### src/rtl/if_fetch_buf.sv
// Decoupled instruction-fetch front end: issues sequential fetches to a variable-latency memory,
// buffers in-order responses with their PCs for decode, and drains stale responses after a redirect.
module if_fetch_buf #(
  parameter int unsigned     XLEN     = 64,
  parameter int unsigned     ILEN     = 32,
  parameter int unsigned     DEPTH    = 4,
  parameter logic [XLEN-1:0] RESET_PC = 64'h8000_0000
) (
  input  logic            clk,
  input  logic            rst,
  output logic            mem_req_valid,
  input  logic            mem_req_ready,
  output logic [XLEN-1:0] mem_req_addr,
  input  logic            mem_rsp_valid,
  input  logic [ILEN-1:0] mem_rsp_data,
  output logic            inst_valid,
  input  logic            inst_ready,
  output logic [ILEN-1:0] inst,
  output logic [XLEN-1:0] inst_pc,
  input  logic            redirect_valid,
  input  logic [XLEN-1:0] redirect_pc
);

  localparam int unsigned      PTR_W   = $clog2(DEPTH);
  localparam int unsigned      CNT_W   = PTR_W + 1;
  localparam logic [CNT_W-1:0] DEPTH_C = CNT_W'(DEPTH);

  logic [XLEN-1:0]  fpc_q, fpc_d;
  logic             run_q;
  logic [PTR_W-1:0] alloc_q, alloc_d;
  logic [PTR_W-1:0] fill_q, fill_d;
  logic [PTR_W-1:0] head_q, head_d;
  logic [CNT_W-1:0] alloc_cnt_q, alloc_cnt_d;  // allocated and not yet consumed
  logic [CNT_W-1:0] pend_cnt_q, pend_cnt_d;    // allocated and not yet filled
  logic [CNT_W-1:0] drop_cnt_q, drop_cnt_d;    // in-flight responses owed to a flushed stream
  logic [XLEN-1:0]  pc_q   [DEPTH];
  logic [XLEN-1:0]  pc_d   [DEPTH];
  logic [ILEN-1:0]  data_q [DEPTH];
  logic [ILEN-1:0]  data_d [DEPTH];
  logic [DEPTH-1:0] filled_q, filled_d;

  logic [CNT_W-1:0] used;
  logic             req_fire;
  logic             inst_fire;
  logic             rsp_drop;
  logic             rsp_fill;
  logic             rsp_owed;

  assign used          = alloc_cnt_q + drop_cnt_q;
  assign mem_req_valid = run_q & (used < DEPTH_C) & ~redirect_valid;
  assign mem_req_addr  = fpc_q;
  assign inst_valid    = filled_q[head_q];
  assign inst          = data_q[head_q];
  assign inst_pc       = pc_q[head_q];

  assign req_fire  = mem_req_valid & mem_req_ready;
  assign inst_fire = inst_valid & inst_ready;
  assign rsp_owed  = (drop_cnt_q != '0) | (pend_cnt_q != '0);
  assign rsp_drop  = mem_rsp_valid & (drop_cnt_q != '0);
  assign rsp_fill  = mem_rsp_valid & (drop_cnt_q == '0) & (pend_cnt_q != '0);

  // NOTE: every target gets its hold value first, so no path through this block can infer a latch.
  always_comb begin
    fpc_d       = fpc_q;
    alloc_d     = alloc_q;
    fill_d      = fill_q;
    head_d      = head_q;
    alloc_cnt_d = alloc_cnt_q;
    pend_cnt_d  = pend_cnt_q;
    drop_cnt_d  = drop_cnt_q;
    pc_d        = pc_q;
    data_d      = data_q;
    filled_d    = filled_q;

    if (redirect_valid) begin
      // Unfilled entries become responses to discard; one arriving right now is discarded too.
      fpc_d       = redirect_pc & ~XLEN'('h3);
      alloc_d     = '0;
      fill_d      = '0;
      head_d      = '0;
      alloc_cnt_d = '0;
      pend_cnt_d  = '0;
      filled_d    = '0;
      drop_cnt_d  = drop_cnt_q + pend_cnt_q - CNT_W'(mem_rsp_valid & rsp_owed);
    end else begin
      if (req_fire) begin
        pc_d[alloc_q]     = fpc_q;
        filled_d[alloc_q] = 1'b0;
        alloc_d           = alloc_q + PTR_W'(1);
        fpc_d             = fpc_q + XLEN'(4);
      end
      if (rsp_fill) begin
        data_d[fill_q]   = mem_rsp_data;
        filled_d[fill_q] = 1'b1;
        fill_d           = fill_q + PTR_W'(1);
      end
      if (inst_fire) begin
        filled_d[head_q] = 1'b0;
        head_d           = head_q + PTR_W'(1);
      end
      alloc_cnt_d = alloc_cnt_q + CNT_W'(req_fire) - CNT_W'(inst_fire);
      pend_cnt_d  = pend_cnt_q + CNT_W'(req_fire) - CNT_W'(rsp_fill);
      drop_cnt_d  = drop_cnt_q - CNT_W'(rsp_drop);
    end
  end

  // NOTE: the entry arrays are tiny, so they are reset as well; that is what pins inst/inst_pc to 0.
  always_ff @(posedge clk or negedge rst) begin
    if (!rst) begin
      fpc_q       <= RESET_PC;
      run_q       <= 1'b0;
      alloc_q     <= '0;
      fill_q      <= '0;
      head_q      <= '0;
      alloc_cnt_q <= '0;
      pend_cnt_q  <= '0;
      drop_cnt_q  <= '0;
      pc_q        <= '{default: '0};
      data_q      <= '{default: '0};
      filled_q    <= '0;
    end else begin
      // NOTE: non-blocking assignments so every flop samples pre-edge values regardless of order.
      fpc_q       <= fpc_d;
      run_q       <= 1'b1;
      alloc_q     <= alloc_d;
      fill_q      <= fill_d;
      head_q      <= head_d;
      alloc_cnt_q <= alloc_cnt_d;
      pend_cnt_q  <= pend_cnt_d;
      drop_cnt_q  <= drop_cnt_d;
      pc_q        <= pc_d;
      data_q      <= data_d;
      filled_q    <= filled_d;
    end
  end

  // A response with nothing outstanding means the memory broke one-response-per-request.
  rsp_expected_a: assert property (@(posedge clk) disable iff (!rst)
    mem_rsp_valid |-> rsp_owed);

endmodule
### config.mk
export PLATFORM = sky130hd
export DESIGN_NAME = if_fetch_buf
export DESIGN_NICKNAME = d
export VERILOG_FILES = /design/src/rtl/if_fetch_buf.sv
export SDC_FILE = /design/constraint.sdc
export NUM_CORES = 1
export LEC_CHECK = 0
export BUFFER_PORTS_ARGS = -buffer_cell sky130_fd_sc_hd__buf_2
export CORE_MARGIN = 2
export CORE_UTILIZATION = 45
export DETAILED_ROUTE_END_ITERATION = 10
export PLACE_DENSITY = 0.69
export SLEW_MARGIN = 10
export SYNTH_ARGS = -nofsm -noshare
export SYNTH_HDL_FRONTEND = slang
export SYNTH_SLANG_ARGS = --single-unit
### constraint.sdc
create_clock -name clk -period 4.4 [get_ports clk]
set_clock_uncertainty 0.15 [all_clocks]
set_input_delay 0.88 -clock clk [delete_from_list [all_inputs] [get_ports clk]]
set_output_delay 0.88 -clock clk [all_outputs]
set_load 0.01 [all_outputs]
==> results.toml <==
[timing]
setup_tns_ps = 0
grt_setup_unrepaired = "no"
whs_ps = 253
max_freq_ghz = 0.260
period_needed_ps = 3840
tightestPinTransition_ps = 1050
hold_viol = 0
setup_viol = 0
period_share_pct = 87.3
slew_violations = 0
relSlewSlack_pct = 29.4

[synthesis]
synth_top_area_share_pct = 53.6
avgSynthCellArea_um2 = 14.0
ys_warn_count = 0
synth-seq-cells = 458
synthFlopType = "dfrtp_1"
synth_cell_types = 53
syn_inst = 1529
ys_top_cells_by_area = "dfrtp_1, mux2_2, mux4_2, ha_1, xnor2_1"
synth_common_cells = "dfrtp_1, mux2_2, mux4_2, clkbuf_1, nand2_1"
yosysTopAreaCell = "dfrtp_1"
synth_edf_count = 0
netlist_area_um2 = 21300
seq_area_frac_synth_pct = 53.7
async_flop_share_pct = 100
synth.most_common_cell = "dfrtp_1"

[run]
drv_cap = 0

[detailed_routing]
dr.pass1.iters = 8
drc_errors = 30
wirelength_mm = 54.3
via_per_inst = 5.71
num_vias = 13700
wl_per_cell_um = 22.6
ant_nets = 0
first_iter_violations = 820

[setup_path]
rr_endpoint = "pc_q[17]"
worstSetupPathType = "flop to primary output"
path_max_fanout = 11
cp-end-kind = "primary output"
r2r_setup_slack_ps = 750
crit_arrival_ps = 2810
start_kind = "flop"
rr_startpoint = "alloc_cnt_q[1]"
critPathRequiredTime_ps = 3370
reg2reg_depth = 6

[place]
place_hpwl_mm = 35.1
place.gp.congestion = 0.761
dp_cells = 2305
portBuffers = 257

[global_route]
grt_pass1_wl_mm = 85.7
grt_pass1_vias = 14500
grt_usage_pct = 22.4
grt_max_degree = 125
overflow = 0
antenna_found_initial = 19

[floorplanning]
num_io_pins = 264
core_um2 = 46700
die_w_um = 222
die_area_um2 = 49200
initial_core_util_pct = 45.7
num_rows = 79
die_h_um = 222

[run_status]
violations = "design-rule violations"
status = "finished with violations"

[clock_network]
cts_setup_buffers = 0
cts-buffers-inserted = 50
htreeDepth = 2
path_clk_slew_ps = 60
hold_buffers = 0
cts_tree = "built"
clock_latency_ps = 600
cts_root_buf = "clkbuf_16"
cts.sinks = 458
post_cts_resized = 0
clk_path_buf_depth = 3

[finish]
fin_nets = 1878
layout-drive-gt1-share_pct = 47.7
fin_cells = 2404
area_delta_synth_final_pct = 16.9

[pwr]
power.density_nw_per_um2 = 492
peakVddDrop_mv = 0.382
leakage_nw = 11.5

[worst_hold_path]
hold_class = "primary input to asynchronous set/reset pin"
worst max-delay path: stages (launching register included):
cell and delay (ps):
dfrtp_1 430, ha_1 300, a31oi_1 190, xnor2_1 880, and3_1 270, buf_2 160
layout by cell type, fill, tap and decap left out, drive strengths merged, types with 4 or more instances in the layout:
cell     count
nand2       62
and4        10
xnor2       30
or3         17
and2         6
xor2        11
nor3         8
o31a         5
conb         5
nor2        38
nand2b       4
nor4        24
a211oi       4
o211ai       4
clkbuf      76
buf        291
o31ai        9
nor2b        5
mux4        95
or4         12
ha          23
mux2       380
inv         28
a2bb2oi      4
a31oi       22
diode        7
clkinv      10
o21ai       41
nand4       22
and3        17
nand3       39
dfrtp      457
metrics by stage:
step | worst slack, ps | util, % | total power [W] | area, um2
floorplan | 1160 | - | 0.00706 | 21400
global placement | 853 | 49.9 | 0.00801 | 23300
detailed placement | 799 | 49.9 | 0.00813 | 23300
CTS | 489 | 53.4 | 0.0124 | 24900
global route | 414 | 53.5 | 0.0129 | 24900
finish | 557 | 53.5 | 0.0123 | 25000
worst max path at each step:
| stage | startpoint | to | slack (ps) |
|---|---|---|---|
| floorplan | alloc_cnt_q[1] | alloc_cnt_q[2] | 1160 |
| global placement | alloc_cnt_q[1] | pc_q[126] | 850 |
| detailed placement | alloc_cnt_q[1] | pc_q[124] | 800 |
| CTS | head_q[0] | inst[8] | 490 |
| global route | head_q[0] | inst[31] | 410 |
| finish | alloc_cnt_q[1] | mem_req_valid | 560 |
metal layers:
layer	track usage [%]	wire [um]
met1	29.7	22700
met5	0	171
met4	7.67	1500
met3	5.75	3740
met2	36.0	26100
layout make-up:
| class | count | area [um2] |
|---|---|---|
| Sequential cell | 458 | 11500 |
| Inverter | 27 | 101 |
| Clock inverter | 16 | 168 |
| Timing Repair Buffer | 291 | 1650 |
| Tap cell | 607 | 759 |
| Antenna cell | 7 | 17.5 |
| Multi-Input combinational cell | 922 | 9300 |
| Clock buffer | 76 | 1490 |
| Fill cell | 3879 | 21700 |
state kept, by name, summed over array words and instances (netlist names):
register / cells
drop_cnt_q: 3
fill_q: 2
filled_q: 4
mem_req_addr: 62
alloc_q: 2
pc_q: 248
alloc_cnt_q: 3
data_q: 128
run_q: 1
pend_cnt_q: 3
head_q: 2
cell families (layout without fill, tap and decap cells):
family,Yosys count,after routing,share of synthesized area (%)
muxes,477,477,30.2
and+or+nand+nor,271,271,6.78
other,2,12,0.0352
AOI/OAI and AO/OA,102,102,3.09
buffers and inverters,152,410,2.89
DFF,458,458,53.7
adders and majority gates,26,26,1.63
xor gates and xnor gates,41,41,1.68
power by group:
| group | switching (W) | total [W] | internal, W | leakage [nW] |
|---|---|---|---|---|
| combinational | 0.00118 | 0.00257 | 0.00140 | 4.64 |
| clock | 0.00172 | 0.00422 | 0.00251 | 0.817 |
| sequential | 0.000512 | 0.00547 | 0.00496 | 6.08 |
Power figures use the tool's default switching activity.
